**config.mk**
```make
export PLATFORM = sky130hd
export DESIGN_NAME = pc_sequencer
export DESIGN_NICKNAME = d
export VERILOG_FILES = /design/src/rtl/pc_sequencer.sv
export SDC_FILE = /design/constraint.sdc
export NUM_CORES = 1
export LEC_CHECK = 0
export BUFFER_PORTS_ARGS = -buffer_cell sky130_fd_sc_hd__buf_4
export CAP_MARGIN = 10
export CORE_MARGIN = 5
export CORE_UTILIZATION = 50
export CTS_CLUSTER_SIZE = 28
export DETAILED_ROUTE_END_ITERATION = 7
export GPL_TIMING_DRIVEN = 0
export PLACE_DENSITY_LB_ADDON = 0.1
export SLEW_MARGIN = 30
export SYNTH_ARGS = -nofsm -noshare
export SYNTH_HDL_FRONTEND = slang
export SYNTH_SLANG_ARGS = --single-unit
```
**constraint.sdc**
```tcl
create_clock -name CLK -period 3.8 [get_ports CLK]
set_input_delay 0.57 -clock CLK [delete_from_list [all_inputs] [get_ports CLK]]
set_output_delay 0.57 -clock CLK [all_outputs]
set_load 0.01 [all_outputs]
```
**src/rtl/pc_sequencer.sv**
```systemverilog
// pc_sequencer: two-phase fetch/execute sequencer for the 16-bit core.
// Drives the fetch PC, latches the instruction word, resolves the next PC from
// jump/branch/return requests, and enters interrupts through a fixed vector.
module pc_sequencer #(
    parameter int unsigned         PC_W       = 16,
    parameter logic [PC_W-1:0]     RESET_PC   = PC_W'(1),
    parameter logic [PC_W-1:0]     IRQ_VECTOR = PC_W'(0)
) (
    input  logic            CLK,
    input  logic            RST_N,
    input  logic [15:0]     INSTR,
    input  logic            STALL,
    input  logic            BR_TAKEN,
    input  logic [15:0]     BR_OFFSET,
    input  logic            JMP_EN,
    input  logic [15:0]     JMP_ADDR,
    input  logic            IRET,
    input  logic            IRQ,
    output logic [PC_W-1:0] PC,
    output logic [15:0]     IR,
    output logic            IR_VALID,
    output logic [PC_W-1:0] EPC,
    output logic            IE,
    output logic            IRQ_ACK,
    output logic [1:0]      STATE
);

    typedef enum logic [1:0] {
        StFetch = 2'd0,
        StExec  = 2'd1,
        StInt   = 2'd2
    } state_e;

    state_e          state_q, state_d;
    logic [PC_W-1:0] pc_q, pc_d;
    logic [15:0]     ir_q, ir_d;
    logic            valid_q, valid_d;
    logic [PC_W-1:0] epc_q, epc_d;
    logic            ie_q, ie_d;
    logic            ack_q, ack_d;

    logic [PC_W-1:0] br_off_ext;
    logic [PC_W-1:0] next_pc;
    logic            take_irq;

    // Resolve the next PC with jump > branch > return > sequential priority
    always_comb begin
        br_off_ext = PC_W'($signed(BR_OFFSET));
        if (JMP_EN) begin
            next_pc = PC_W'(JMP_ADDR);
        end else if (BR_TAKEN) begin
            next_pc = pc_q + PC_W'(1) + br_off_ext;
        end else if (IRET) begin
            next_pc = epc_q;
        end else begin
            next_pc = pc_q + PC_W'(1);
        end
        // A return in the same cycle defers a pending request to the next EXEC
        take_irq = IRQ && ie_q && !IRET;
    end

    // State register
    always_ff @(posedge CLK or negedge RST_N) begin
        if (!RST_N) begin
            state_q <= StFetch;
        end else begin
            state_q <= state_d;
        end
    end

    // Next-state logic; a stall freezes the phase
    always_comb begin
        state_d = state_q;
        if (!STALL) begin
            unique case (state_q)
                StFetch: state_d = StExec;
                StExec:  state_d = take_irq ? StInt : StFetch;
                StInt:   state_d = StFetch;
                default: state_d = StFetch;
            endcase
        end
    end

    // Datapath next values; everything holds while stalled
    always_comb begin
        pc_d    = pc_q;
        ir_d    = ir_q;
        valid_d = valid_q;
        epc_d   = epc_q;
        ie_d    = ie_q;
        ack_d   = ack_q;
        if (!STALL) begin
            ack_d = 1'b0;
            unique case (state_q)
                StFetch: begin
                    ir_d    = INSTR;
                    valid_d = 1'b1;
                end
                StExec: begin
                    valid_d = 1'b0;
                    // IE is only re-enabled when the return actually wins priority
                    if (!JMP_EN && !BR_TAKEN && IRET) begin
                        ie_d = 1'b1;
                    end
                    if (take_irq) begin
                        epc_d = next_pc;
                        pc_d  = IRQ_VECTOR;
                        ie_d  = 1'b0;
                        ack_d = 1'b1;
                    end else begin
                        pc_d = next_pc;
                    end
                end
                StInt: begin
                    valid_d = 1'b0;
                end
                default: begin
                    valid_d = 1'b0;
                end
            endcase
        end
    end

    // Datapath registers
    always_ff @(posedge CLK or negedge RST_N) begin
        if (!RST_N) begin
            pc_q    <= RESET_PC;
            ir_q    <= 16'h0000;
            valid_q <= 1'b0;
            epc_q   <= '0;
            ie_q    <= 1'b1;
            ack_q   <= 1'b0;
        end else begin
            pc_q    <= pc_d;
            ir_q    <= ir_d;
            valid_q <= valid_d;
            epc_q   <= epc_d;
            ie_q    <= ie_d;
            ack_q   <= ack_d;
        end
    end

    // Outputs; the acknowledge is suppressed while the pipeline is held
    always_comb begin
        PC       = pc_q;
        IR       = ir_q;
        IR_VALID = valid_q;
        EPC      = epc_q;
        IE       = ie_q;
        IRQ_ACK  = ack_q && !STALL;
        STATE    = state_q;
    end

endmodule

```
# Word level (Yosys, flattened, before mapping)
# Index checks and enable logic that the tools add are counted.
dict set report totals {
  out_inout_bits 53
  elab_cells 37
  in_bits 55
  register_bits 53
}
dict set report classes {
  addsub 2
  n_mux 11
  n_reduce_logical 15
  eq_ne 1
  bitwise 1
}
# op n
set ops {}
lappend ops {{two-way mux 16 bit} 4}
lappend ops {{adder 16 x 1 -> 16 bit, second input constant} 1}
lappend ops {{adder 16 bit} 1}
lappend ops {{AND reduction 3 bit} 2}
lappend ops {{logical AND 1 bit} 5}
lappend ops {{two-way mux 1 bit} 5}
lappend ops {{logical NOT 1 bit} 4}
lappend ops {{one-hot mux 2 bit (2 select lines)} 1}
lappend ops {{AND reduction 2 bit} 2}
lappend ops {{== test 2 x 1 -> 1 bit, second input constant} 1}
lappend ops {{logical NOT 2 bit} 1}
lappend ops {{two-way mux 2 bit} 1}
lappend ops {{nonzero test 2 bit} 1}
lappend ops {{inverter 1 bit} 1}

# Depth between registers and ports, before layout
dict set report depth {
  ltp_word 5
  ltp_mapped 12
  ltp_nobuf 12
}

# Worst setup path after synthesis
# No wires, ideal clock.
dict set report synth_path {
  path_kind {flip-flop to flip-flop}
  start {register pc_q[0] (netlist: PC[0])}
  end {register epc_q[12] (netlist: EPC[12])}
  path_stages_with_launch 12
  n_path_buf 0
  synth_period_minus_slack_ns 2.926
  arrival_ns 2.801
  setup_ns 0.125
  path_slack_ns 0.874
  cell_sequence {dfstp_2 -> nand3_1 -> nor2_1 -> xnor2_1 -> ha_1 -> a21o_1 -> a31o_2 -> o211ai_1 -> o21ai_0 -> xor2_1 -> a221o_1 -> mux2_2}
}
dict set report synth_between {
  elab_chain_len 4
  elab_cells_between_ends 5
  classes_between {add/sub (2); mux (3)}
}
# item line_no
set synth_lines {}
lappend synth_lines {{from (decl)} 35} ;# logic [PC_W-1:0] pc_q, pc_d;
lappend synth_lines {{from (signal assigned)} 134} ;# pc_q <= pc_d;
lappend synth_lines {{adder 16 x 1 -> 16 bit *} {52, 56}}
lappend synth_lines {{adder 16 bit / two-way mux 16 bit (equally long branches)} {52, 53}}
lappend synth_lines {{two-way mux 16 bit *} 51} ;# end else if (BR_TAKEN) begin
lappend synth_lines {{two-way mux 16 bit *} 49} ;# if (JMP_EN) begin
lappend synth_lines {{to (signal assigned)} 137} ;# epc_q <= epc_d;
lappend synth_lines {{to (decl)} 38} ;# logic [PC_W-1:0] epc_q, epc_d;
# Mark *: on every way between the ends. The rest lies on a longest branch, timed or not.
# A chain may end at the register's enable or synchronous reset.

# Worst setup path in the final report
dict set report layout_path {
  start {register pc_q[0] (netlist: PC[0])}
  end {register pc_q[15] (netlist: PC[15])}
}
dict set report layout_between {
  elab_chain_len 5
  elab_cells_between_ends 6
  classes_between {add/sub (2); mux (4)}
}
# item line_no
set layout_lines {}
lappend layout_lines {{adder 16 x 1 -> 16 bit *} {52, 56}}
lappend layout_lines {{adder 16 bit / two-way mux 16 bit (equally long branches)} {52, 53}}
lappend layout_lines {{two-way mux 16 bit *} 51}
lappend layout_lines {{two-way mux 16 bit *} 49}
lappend layout_lines {{two-way mux 16 bit *} 105} ;# if (take_irq) begin
# Marked as above.

==> reports/results.ini <==
[sta]
slew_viol_final = 0
hold_violations = 0
maxSlewHeadroom_pct = 46.90
tightest_slew_ps = 793.5
post-route-period-util_pct = 90.30
final.setup.tns_ps = 0
skew_ps = 9.175
max_freq_mhz = 291.4
hold_slack_ps = 285.2
setup_violations = 0
period_needed_ps = 3431
rsz0062_at_grt = no

[detailed_routing]
drt_iter0_drc = 215
drtPass1Iterations = 4
via_per_inst = 5.572
vias = 3165
detail-route-antenna-nets = 0
drc_errors = 0
post_drt_wl_per_cell_um = 17.78
drt_wl_total_um = 10100

[floorplanning]
ios = 108
coreArea_um2 = 6832
die_h_um = 93.87
rows = 30
dieArea_um2 = 8812
initial_utilization_pct = 51.48
dieWidth_um = 93.87

[global_route]
track_usage_pct = 23.25
overflow = 0
antenna_found_initial = 0
grt_max_degree = 53
grt_pass1_wl_um = 16060
grt_pass1_vias = 3231

[synthesis]
netlist_area_um2 = 3517
synth_common_cells = 50 x dfrtp_1, 44 x nand2_1, 28 x mux2_2
async_reset_ff_share_pct = 100.0
syn_avg_cell_area_um2 = 9.824
ys_seq_elements = 52
ys_types = 54
synthTopCellsByArea = dfrtp_1 36%, mux2_2 9.0%, ha_1 7.5%
synth_flop_cell = dfrtp_1
synth_top_area_share_pct = 35.57
synthesis.nets = 435
postSynthCellCount = 358
synth-edff-count = 0
ys_seq_area_share_pct = 37.07
synth_top_area_cell = dfrtp_1
yosysMostFrequentCell = dfrtp_1
ys_warn_count = 0

[power]
p_seq_share_pct = 33.4
clock_power_share_pct = 15.2
p_int_uw = 1498
power.switching_uw = 1004
p_per_area_nw_per_um2 = 550.5
pwr-share-comb_pct = 51.4
swShare_pct = 40.14
ir_drop_mv = 0.2571
cellLeakagePower_uw = 0.002229

[run]
maxCapViolCount = 0

[place]
dp_hpwl_um = 7844
dp_cells = 560
gp_congestion = 0.8902
io_buffers = 106

[final_layout]
syn_to_final_growth_pct = 29.24
fillerInstances = 591
drive_above_1_share_pct = 33.47
layout.cells.non_filler = 568
diodes = 0
nNetsFinal = 548

[critical_path]
critPathMaxFanout = 7
startpoint_type = register
required_ps = 4020
crit_path_end_kind = register
arrival_ps = 3660
critPathKind = reg -> reg

[cts]
cts_buffers = 5
cts-root-buf = clkbuf_8
cts_hold_buffers = 0
cts_tree = built
htreeDepth = 2
clock_path_buffers = 2
clk_latency_ps = 310
clkSlewWorstSetupHoldPaths_ps = 90
cts_resized = 0
cts_sinks = 52
cts_setup_buffers = 0

[worst_hold_path]
hold_class = in -> async

[run_status]
outcome = finished clean

-- worst max-delay path, cell delays in order, from the launching register on --
cell      delay, ps
dfstp_2         630
ha_1            260
nand2_1         150
nor3_1          230
xor2_1          140
ha_1            360
and2_1          220
nand3_1         140
o31a_2          340
a221oi_2        370
o41ai_1         100
nand4b_1        210
a31oi_1         200
-- layout by cell type (no fill, tap or decap), types with 3 or more instances in the layout --
cell,count
a211oi_1,3
a21o_1,9
a21oi_1,14
a22o_1,8
a31oi_1,3
and3_1,3
buf_4,107
clkbuf_1,11
clkbuf_8,6
dfrtp_1,50
ha_1,21
inv_1,15
mux2_2,28
mux2i_1,11
nand2_1,44
nand3_1,9
nor2_1,18
nor3_1,9
nor4_1,3
o211ai_1,6
o21a_1,7
o21ai_0,20
xnor2_1,14
xor2_1,10
-- cells by family after synthesis --
group,Yosys count,share of synthesized area (%)
buffers and inverters,29,3.522
AND/OR/NAND/NOR,101,14.48
flip-flops,52,37.07
XOR/XNOR,25,6.688
adder cells (fa/ha/maj),22,8.040
AO/OA/AOI/OAI,90,18.11
multiplexers,39,12.10
-- final cells by class --
cell class                 count  area (um^2)  area share (%)
multi-input combinational    277         2095           46.08
sequential                    52         1304           28.68
timing repair buffer         106        795.8           17.51
tap                           96        120.1           2.642
clock buffer                   6        72.57           1.596
buffer                        14        67.56           1.486
inverter                      15        56.30           1.239
clock inverter                 2        35.03          0.7707
-- per-stage QoR --
stage	instance area, um^2	util [%]	setup slack [ps]	total power (uW)
6_report	4546	66.54	368.6	2502
5_1_grt	4546	66.54	140.7	2680
4_1_cts	4541	66.47	426.3	2501
3_5_place_dp	4433	64.89	458.7	2112
3_3_place_gp	4433	64.89	523.2	2079
2_1_floorplan	3517	-	873.9	1640
-- per-layer routing --
metal / GRT usage [%] / up-vias / wire length (um)
met4: 6.017 / 0 / 108
met5: 0 / - / 0
met1: 30.31 / 1509 / 4190
met3: 5.208 / 8 / 920
met2: 38.91 / 124 / 4882
li1: - / 1524 / -
-- power by group through the flow --
stage | clock, uW | combinational, uW | sequential (uW)
finish | 380 | 1290 | 837
global route | 415 | 1410 | 855
CTS | 388 | 1280 | 835
detailed placement | 0 | 1270 | 845
global placement | 0 | 1240 | 839
floorplan | 0 | 767 | 873
-- final timing paths --
kind,end,depth (start not counted),from,slack (ps)
min in group CLK,ack_q$_DFFE_PN0N_,2,ack_q$_DFFE_PN0N_,490
setup reg to reg,PC[15]$_DFFE_PN0P_,12,PC[0]$_DFFE_PN1P_,370
setup / recovery,PC[15]$_DFFE_PN0P_,12,PC[0]$_DFFE_PN1P_,370
max in group asynchronous,EPC[13]$_DFFE_PN0P_,1,RST_N,3060
hold reg to reg,ack_q$_DFFE_PN0N_,2,ack_q$_DFFE_PN0N_,490
hold / removal,IR[7]$_DFFE_PN0P_,1,RST_N,290
-- registers in the layout, indices dropped and copies added, names as in the netlist --
signal,cells
EPC,16
IR,16
PC,16
STATE,2
IE,1
ack_q,1
Power figures use the tool's default switching activity.
